`src/rtl/ps2_host_tx.sv`:
```
// rtl/ps2_host_tx.sv - PS/2 host-to-device command transmitter
// Drives the open-drain clock/data enables to send one odd-parity frame and collects the device ACK.
module ps2_host_tx #(
   parameter int unsigned INHIBIT_CYCLES       = 6000,
   parameter int unsigned START_TIMEOUT_CYCLES = 750000,
   parameter int unsigned XFER_TIMEOUT_CYCLES  = 100000
) (
   input  logic       clk,
   input  logic       resetn,
   input  logic       ps2c,
   input  logic       ps2d,
   input  logic       start,
   input  logic [7:0] tx_data,
   output logic       ps2c_oe,
   output logic       ps2d_oe,
   output logic       busy,
   output logic       done_tick,
   output logic [1:0] err
);

   localparam logic [19:0] INH_CMP   = 20'(INHIBIT_CYCLES);
   localparam logic [19:0] START_CMP = 20'(START_TIMEOUT_CYCLES);
   localparam logic [19:0] XFER_CMP  = 20'(XFER_TIMEOUT_CYCLES);

   typedef enum logic [2:0] {
      S_IDLE,
      S_INHIBIT,
      S_STARTBIT,
      S_WAIT_CLK,
      S_SEND,
      S_RELEASE,
      S_FINISH
   } state_t;

   state_t      state_q, state_d;
   logic [7:0]  filt_q, filt_d;
   logic        fclk_q, fclk_d;
   logic        fclk_prev_q;
   logic [1:0]  dsync_q;
   logic        d_s;
   logic        fall;
   logic [9:0]  frame_q, frame_d;
   logic [3:0]  bit_cnt_q, bit_cnt_d;
   logic [19:0] cnt_q, cnt_d;
   logic [19:0] cmp;
   logic [19:0] cnt_inc;
   logic        cnt_hit;
   logic        c_oe_q, c_oe_d;
   logic        d_oe_q, d_oe_d;
   logic        busy_q, busy_d;
   logic        done_q, done_d;
   logic [1:0]  err_q, err_d;

   // Clock glitch filter: the filtered level only moves after eight agreeing samples.
   always_comb begin
      filt_d = {ps2c, filt_q[7:1]};
      fclk_d = fclk_q;
      if (filt_q == 8'hFF) begin
         fclk_d = 1'b1;
      end else if (filt_q == 8'h00) begin
         fclk_d = 1'b0;
      end
   end

   assign fall = fclk_prev_q & ~fclk_q;
   assign d_s  = dsync_q[1];

   always_comb begin
      cmp = XFER_CMP;
      case (state_q)
         S_INHIBIT:  cmp = INH_CMP;
         S_WAIT_CLK: cmp = START_CMP;
         default:    cmp = XFER_CMP;
      endcase
   end

   // Saturating count; a hit means this cycle completes the compare interval.
   assign cnt_inc = (cnt_q == cmp) ? cnt_q : cnt_q + 20'd1;
   assign cnt_hit = (cnt_inc == cmp);

   always_comb begin
      state_d   = state_q;
      cnt_d     = cnt_q;
      bit_cnt_d = bit_cnt_q;
      frame_d   = frame_q;
      err_d     = err_q;
      d_oe_d    = d_oe_q;

      case (state_q)
         S_IDLE: begin
            if (start) begin
               state_d = S_INHIBIT;
               cnt_d   = '0;
               frame_d = {1'b1, ~^tx_data, tx_data};
               err_d   = 2'b00;
            end
         end
         S_INHIBIT: begin
            cnt_d = cnt_inc;
            if (cnt_hit) begin
               state_d = S_STARTBIT;
            end
         end
         S_STARTBIT: begin
            state_d = S_WAIT_CLK;
            cnt_d   = '0;
         end
         S_WAIT_CLK: begin
            cnt_d = cnt_inc;
            if (cnt_hit) begin
               err_d   = 2'b10;
               state_d = S_FINISH;
            end else if (fall) begin
               d_oe_d    = ~frame_q[0];
               bit_cnt_d = 4'd1;
               cnt_d     = '0;
               state_d   = S_SEND;
            end
         end
         S_SEND: begin
            cnt_d = cnt_inc;
            if (cnt_hit) begin
               err_d   = 2'b11;
               state_d = S_FINISH;
            end else if (fall) begin
               if (bit_cnt_q == 4'd10) begin
                  err_d   = d_s ? 2'b01 : 2'b00;
                  state_d = S_RELEASE;
               end else begin
                  d_oe_d    = ~frame_q[bit_cnt_q];
                  bit_cnt_d = bit_cnt_q + 4'd1;
               end
            end
         end
         S_RELEASE: begin
            cnt_d = cnt_inc;
            if (cnt_hit) begin
               err_d   = 2'b11;
               state_d = S_FINISH;
            end else if (fclk_q && d_s) begin
               state_d = S_FINISH;
            end
         end
         S_FINISH: begin
            state_d = S_IDLE;
         end
         default: begin
            state_d = S_IDLE;
         end
      endcase

      // Outputs follow the next state so they are registered alongside it.
      case (state_d)
         S_IDLE, S_INHIBIT, S_RELEASE, S_FINISH: d_oe_d = 1'b0;
         S_STARTBIT:                             d_oe_d = 1'b1;
         default:                                d_oe_d = d_oe_d;
      endcase
      c_oe_d = (state_d == S_INHIBIT) || (state_d == S_STARTBIT);
      busy_d = (state_d != S_IDLE);
      done_d = (state_d == S_FINISH);
   end

   always_ff @(posedge clk or negedge resetn) begin
      if (!resetn) begin
         state_q     <= S_IDLE;
         filt_q      <= '0;
         fclk_q      <= 1'b0;
         fclk_prev_q <= 1'b0;
         dsync_q     <= 2'b11;
         frame_q     <= '0;
         bit_cnt_q   <= '0;
         cnt_q       <= '0;
         c_oe_q      <= 1'b0;
         d_oe_q      <= 1'b0;
         busy_q      <= 1'b0;
         done_q      <= 1'b0;
         err_q       <= 2'b00;
      end else begin
         state_q     <= state_d;
         filt_q      <= filt_d;
         fclk_q      <= fclk_d;
         fclk_prev_q <= fclk_q;
         dsync_q     <= {dsync_q[0], ps2d};
         frame_q     <= frame_d;
         bit_cnt_q   <= bit_cnt_d;
         cnt_q       <= cnt_d;
         c_oe_q      <= c_oe_d;
         d_oe_q      <= d_oe_d;
         busy_q      <= busy_d;
         done_q      <= done_d;
         err_q       <= err_d;
      end
   end

   assign ps2c_oe   = c_oe_q;
   assign ps2d_oe   = d_oe_q;
   assign busy      = busy_q;
   assign done_tick = done_q;
   assign err       = err_q;

endmodule

```
`config.mk`:
```
export PLATFORM = sky130hd
export DESIGN_NAME = ps2_host_tx
export DESIGN_NICKNAME = d
export VERILOG_FILES = /design/src/rtl/ps2_host_tx.sv
export SDC_FILE = /design/constraint.sdc
export NUM_CORES = 1
export LEC_CHECK = 0
export BUFFER_PORTS_ARGS = -buffer_cell sky130_fd_sc_hd__buf_4
export CAP_MARGIN = 20
export CORE_MARGIN = 2
export CORE_UTILIZATION = 35
export DETAILED_ROUTE_END_ITERATION = 10
export GPL_ROUTABILITY_DRIVEN = 0
export PLACE_DENSITY = 0.56
export SYNTH_ARGS = -nofsm -noshare
export SYNTH_HDL_FRONTEND = slang
export SYNTH_SLANG_ARGS = --single-unit
```
`constraint.sdc`:
```
create_clock -name clk -period 3.95 [get_ports clk]
set_input_delay 0.395 -clock clk [delete_from_list [all_inputs] [get_ports clk]]
set_output_delay 0.395 -clock clk [all_outputs]
set_load 0.01 [all_outputs]
```
==> results by group, run 1 <==
Status
  • Status: finished, final reports clean

Synthesis
  • Synth warn: 0
  • Cells after Synth: 386
  • Post-synth top area share: 36.6%
  • Synth area leaders: dfrtp_1 (37%), xnor2_1 (3.9%), o21ai_0 (3.7%)
  • Async SR Flop Fraction: 100%
  • Seq/Total Area, Yosys: 38.0%
  • Mean post-synth cell area: 9.39 µm²
  • Dominant cell type by area after synthesis: dfrtp_1
  • Synth cell types: 67
  • Post-Syn Area: 0.00363 mm²
  • Top FF cell, synth: dfrtp_1
  • Yosys reg bits: 55
  • EDFF count, synth: 0
  • Syn Nets: 403

Timing
  • Setup TNS: 0 ns
  • Final Setup Violations: 0
  • Max Transition Viols Final: 0
  • Slew headroom: 52.6%
  • Clock skew: 0.0143 ns
  • Minimum hold slack: 0.0872 ns
  • Endpoints failing hold: 0
  • Slew @ Worst Pin: 0.712 ns
  • Fin crit period: 3.73 ns
  • Fin crit share: 94.6%
  • Peak Freq: 268 MHz
  • RSZ-0062 raised after global routing: no

Routing
  • Drt first pass iters: 5
  • Drt total wl: 9.04 mm
  • Initial DRC count: 238
  • Vias/cell: 5.65
  • DRC viols: 0
  • Post-route ant nets: 0
  • Wirelength per Cell: 16.7 µm
  • DR vias: 3060

Clock tree
  • CTS max path bufs: 2
  • Clock slew at reported path FFs: 0.12 ns
  • Cts hold-fix bufs: 0
  • CTS Buf Count: 5
  • H-Tree Depth: 2
  • Clock root cell: clkbuf_8
  • Clock Latency Late Sink: 0.32 ns
  • Num Clock Sinks: 55
  • CTS tree: done

Floorplanning
  • Die W: 106 µm
  • Die area: 0.0112 mm²
  • Die Span Y: 106 µm
  • Top-Level Pins: 19
  • Core area: 0.0102 mm²
  • Initial Util: 35.6%
  • Std-Cell Rows: 37

Worst setup path
  • Critical-path maximum fanout: 12
  • Crit path launch type: flop
  • Critical path class: flop to flop
  • Reg2Reg Setup Slack: 0.22 ns
  • CP required: 4.16 ns
  • CP Capture Type: flop
  • Critical path arrival: 3.95 ns
  • Reg2reg path depth: 10

Global routing
  • Number of global-route vias before repair: 2897
  • Largest net degree at the start of global routing: 56
  • GRT Residual Overflow: 0
  • Tot GR Track Use: 17.0%
  • Global-route wire length before repair: 15.3 mm
  • Initial antenna violation count: 0

Finish
  • Non-filler cells, final: 542
  • Area growth, synth to finish: 13.4%
  • Share of layout cells above drive strength 1: 21.2%
  • ANT cells: 0
  • Final nets: 422

Worst hold path
  • Worst min-delay path category: input pin to asynchronous set/reset pin

Placed design
  • Post-DP HPWL: 6.51 mm
  • I/O Buffers: 18
  • Dpl cells: 533

Power
  • Worst vdd ir: 0.159 mV
  • Pleak: 0.00162 µW
  • Logic gate share of total power: 4.7%
  • Switching part of the total: 24.6%
  • Seq pwr share: 58.8%
  • Internal power: 747 µW
  • Overall power: 992 µW
  • Sw Pwr: 244 µW
  • Clock Power Share: 36.5%
  • Pwr dens: 241 mW/mm²

Flow run
  • Max Cap Viol: 0
[cell families after synthesis]
family	Yosys count	synth area share, %
AOI/OAI and AO/OA	102	19.3
xor gates and xnor gates	19	4.59
buffers and inverters	37	4.14
muxes	19	6.56
adders and majority gates	4	1.38
and+or+nand+nor	150	26.0
DFF	55	38.0
[area by class of cell]
class,count,area (µm²)
fill,1050,6070
multi-input combinational,294,2120
sequential,55,1380
timing repair buffer,38,298
tap,136,170
clock buffer,6,82.6
inverter,11,41.3
clock inverter,2,18.8
[critical path: stages (launching register included)]
cell and delay [ns]:
dfrtp_1 0.65, nand3_2 0.25, nor4_2 0.32, xor2_1 0.27, or4b_4 0.54, a211oi_4 0.37, nand3_2 0.17, a221oi_4 0.46
nand2b_4 0.10, a21o_1 0.20, mux2_4 0.29
[cells in the final DEF (no fill, tap or decap), types with 4 or more instances in the layout]
cell | Yosys | final
nor4_1 | 6 | 6
a31oi_1 | 10 | 10
a21oi_1 | 16 | 16
nor3_1 | 10 | 9
nand3_2 | 3 | 4
clkbuf_8 | 0 | 6
nand2_1 | 28 | 28
mux2_2 | 9 | 9
xnor2_1 | 16 | 16
mux2i_1 | 5 | 5
o21ai_1 | 6 | 6
o21a_1 | 5 | 5
buf_4 | 0 | 37
inv_1 | 11 | 11
nor2_1 | 28 | 28
dfrtp_1 | 53 | 51
or2_2 | 4 | 4
nand2b_1 | 7 | 7
o211ai_1 | 5 | 5
ha_1 | 4 | 4
nand4_1 | 5 | 5
nand3_1 | 11 | 10
o31ai_1 | 10 | 10
nand3b_1 | 4 | 4
o21ai_0 | 27 | 27
or4_1 | 4 | 4
and3_1 | 7 | 7
a21o_1 | 4 | 4
[power groups by stage]
stage / logic (µW) / registers (µW) / clock network [µW]
4_1_cts: 48.6 / 583 / 372
3_3_place_gp: 47.0 / 594 / 0
3_5_place_dp: 48.7 / 594 / 0
2_1_floorplan: 23.1 / 592 / 0
6_report: 46.7 / 583 / 362
5_1_grt: 52.9 / 585 / 398
[layer usage]
metal  track usage (%)  up-vias  wire length [µm]
li1                  -     1468                 -
met1              24.9     1496              4330
met2              26.0       90              4130
met3              3.28        6               504
met4              3.38        0                73
met5                 0        -                 0
[worst paths after layout]
path                             from    endpoint
max                          cnt_q[4]      err[0]
min                            resetn   cnt_q[15]
max reg2reg                  cnt_q[4]      err[0]
min reg2reg                dsync_q[0]  dsync_q[1]
max in group asynchronous      resetn    cnt_q[0]
min in group clk                 ps2d  dsync_q[0]
[cell usage after synthesis (all sizes together), types with 4 or more instances]
cell     n
o31ai   10
nand4    8
mux2i    5
clkbuf  15
or2      4
nand3b   5
a21oi   16
mux2    12
nand2   28
o21ai   33
a31oi   10
o211ai   5
nor4     9
a21o     4
inv     11
nand3   14
o21a     5
dfrtp   53
buf     11
ha       4
nand2b   8
nor3    11
nor2    28
xnor2   16
and3     7
or4      4
[stage by stage]
| stage | utilization (%) | setup slack, ns | instance area, µm² |
|---|---|---|---|
| after floorplan | - | 0.351 | 3630 |
| after global placement | 39.1 | 0.291 | 3980 |
| final | 40.4 | 0.215 | 4110 |
| after CTS | 40.0 | 0.0898 | 4080 |
| after detailed placement | 39.1 | 0.138 | 3980 |
| after global routing | 40.4 | 0.00966 | 4110 |
[state kept, by name, summed over array words and instances, names as in the netlist]
signal	flops
bit_cnt_q	4
busy	1
cnt_q	20
done_tick	1
dsync_q	2
err	2
fclk_prev_q	1
fclk_q	1
filt_q	8
frame_q	10
ps2c_oe	1
ps2d_oe	1
state_q	3
[repair_timing]
action | in CTS | in global routing
buffers inserted | 0 | 1
gates resized for setup | 0 | 5
setup endpoints to repair | 0 | 21
No activity file was read; power rests on OpenSTA's default activity.
==> run 2: changes to the inputs <==
- ABC_CLOCK_PERIOD_IN_PS: default -> 3500
- PLACE_DENSITY: 0.56 -> 0.61
- clock period: 3.95 -> 3.5 ns (I/O delays scaled with it)
==> run 2 against run 1 <==
Clock skew grew 0.0045 ns. Design area grew 7.6%. Worst hold slack lost 0.029 ns. Clock-buffer cell count shrank 1. Critical path depth grew 1. Worst setup slack lost 0.082 ns. Flip-flop and latch count is the same. Routed wire length grew 0.27%. Clock power grew 5.8%. Cell count grew 5.4%. Non-clock buffer count grew 29. Utilization grew 3.1 points. Largest cell class unchanged.
==> results by group, run 2 (same netlist as run 1, synthesis figures left out) <==
Status
  • Status: finished, final reports clean

Clock tree
  • CTS max path bufs: 2
  • Clock root cell: clkbuf_8
  • Clock Latency Late Sink: 0.33 ns
  • Clock slew at reported path FFs: 0.12 ns
  • CTS Buf Count: 5
  • CTS tree: done
  • Cts hold-fix bufs: 0
  • H-Tree Depth: 2
  • Num Clock Sinks: 55

Power
  • Worst vdd ir: 0.167 mV
  • Pwr dens: 247 mW/mm²
  • Pleak: 0.00178 µW
  • Overall power: 1090 µW

Worst setup path
  • RR Startpoint: cnt_q[1]
  • Max stage delay on crit path: 0.59 ns
  • Crit path launch type: flop
  • Worst reg2reg endpoint: err[1]
  • CP most frequent cell: nand3_2
  • CP Capture Type: flop
  • Reg2reg path depth: 11
  • Critical path class: flop to flop
  • Critical-path cell list: ha_2 -> nand3_2 -> nor3_2 -> xor2_1 -> or4b_4 -> a211oi_4 -> nand3_2 -> a221oi_4 -> nand2b_4 -> a21o_1 -> mux2_4
  • Reg2Reg Setup Slack: 0.13 ns
  • Slowest CP cell: or4b_4
  • CP required: 3.71 ns
  • Critical-path maximum fanout: 5
  • Critical path arrival: 3.58 ns
  • Beginning of the critical path: cnt_q[1]

Finish
  • Multi-input gate area: 0.00220 mm²
  • Share of layout cells above drive strength 1: 29.7%
  • Most flops, register: cnt_q
  • Max FFs per register: 20
  • Most common cell after layout, fill and taps aside: buf_4
  • Finished Cell Area: 0.00443 mm²
  • Final nets: 451
  • ANT cells: 0
  • Core Util, Final: 43.5%
  • Area growth, synth to finish: 22.0%
  • Most used cells in the layout excluding fill and tap cells: buf_4 (63), dfrtp_1 (48), nor2_1 (28), nand2_1 (27), o21ai_0 (26)
  • Storage element area: 0.00139 mm²
  • Regs by FF count: cnt_q (20), frame_q (10), filt_q (8)
  • FILL cells: 993

Timing
  • Slew @ Worst Pin: 0.697 ns
  • Final WS setup: 0.133 ns
  • Slew headroom: 53.5%
  • Final Setup Violations: 0
  • Peak Freq: 297 MHz
  • Endpoints failing hold: 0
  • Minimum hold slack: 0.0581 ns
  • Fin crit period: 3.37 ns
  • Clock skew: 0.0187 ns
  • Fin crit share: 96.2%
  • RSZ-0062 raised after global routing: yes
  • Max Transition Viols Final: 0

Floorplanning
  • Top-Level Pins: 19
  • Initial Util: 35.6%
  • Die W: 106 µm
  • Std-Cell Rows: 37
  • Core area: 0.0102 mm²
  • Die Span Y: 106 µm
  • Die area: 0.0112 mm²

Global routing
  • Tot GR Track Use: 16.3%
  • Number of global-route vias before repair: 2945
  • Initial antenna violation count: 0
  • Largest net degree at the start of global routing: 56
  • GRT Residual Overflow: 0
  • Global-route wire length before repair: 14.9 mm

Placed design
  • Post-DP HPWL: 6.58 mm
  • Placed Area: 0.00416 mm²
  • Place WS: 0.0717 ns
  • I/O Buffers: 18

Routing
  • DRC viols: 0
  • Wirelength per Cell: 15.9 µm
  • DR vias: 3164
  • Vias/cell: 5.54
  • Drt total wl: 9.06 mm
  • Drt first pass iters: 5
  • Initial DRC count: 268
  • Post-route ant nets: 0

Worst hold path
  • Worst min-delay path category: input pin to asynchronous set/reset pin

Flow run
  • Max Cap Viol: 0
run 2: changes by cell type in the layout (fill, tap and decap cells not counted), moves of 2 or more:
cell,change
nor4bb_1,-2
or4_1,-2
buf_4,+26
nor4_4,+2
nor4_2,-2
or4_4,+2
dfrtp_2,+3
buf_6,+2
inv_6,+2
nor4bb_2,+2
dfrtp_1,-3
run 2: worst max-delay path by stage:
| stage | endpoint | slack (ns) | depth (start not counted) |
|---|---|---|---|
| after floorplan | err[0] | 0.02 | 12 |
| after global placement | err[0] | 0.15 | 14 |
| after detailed placement | err[1] | 0.07 | 12 |
| after CTS | err[1] | 0.05 | 13 |
| after global routing | ps2d_oe | -0.01 | 15 |
| final | err[1] | 0.13 | 11 |
run 2: routing by layer:
layer	vias up	global-route usage, %	part of all wire (%)
li1	1525	-	-
met1	1518	22.7	46
met2	108	27.0	48
met3	13	2.35	5.3
met4	0	3.38	1.1
met5	-	0	0
run 2: cell type report:
type | count | area share, %
multi-input combinational | 294 | 49.8
clock inverter | 3 | 0.509
clock buffer | 5 | 1.55
sequential | 55 | 31.3
tap | 136 | 3.85
timing repair buffer | 67 | 12.1
inverter | 11 | 0.933
run 2: critical path, delay by kind of cell (launching register included):
kind,cells,cell delay (ns)
and+or+nand+nor,5,1.24
AOI/OAI and AO/OA,3,0.96
DFF,1,0.43
muxes,1,0.30
adders and majority gates,1,0.22
xor gates and xnor gates,1,0.12
run 2: where the power goes:
part / total, µW / internal [µW] / switching, µW
Combinational: 52.4 / 27.1 / 25.3
Sequential: 658 / 650 / 8.11
Clock: 383 / 146 / 237
Total: 1090 / 823 / 271
run 2: metrics by stage:
| stage | cells | setup TNS (ns) |
|---|---|---|
| floorplan | 386 | 0 |
| global placement | 556 | 0 |
| detailed placement | 556 | 0 |
| CTS | 564 | 0 |
| global route | 571 | -0.0184 |
| finish | 571 | 0 |
run 2: what timing repair did:
item	4_1_cts	5_1_grt
resized for setup	0	26
setup buffers	0	7
setup endpoints to repair	0	22
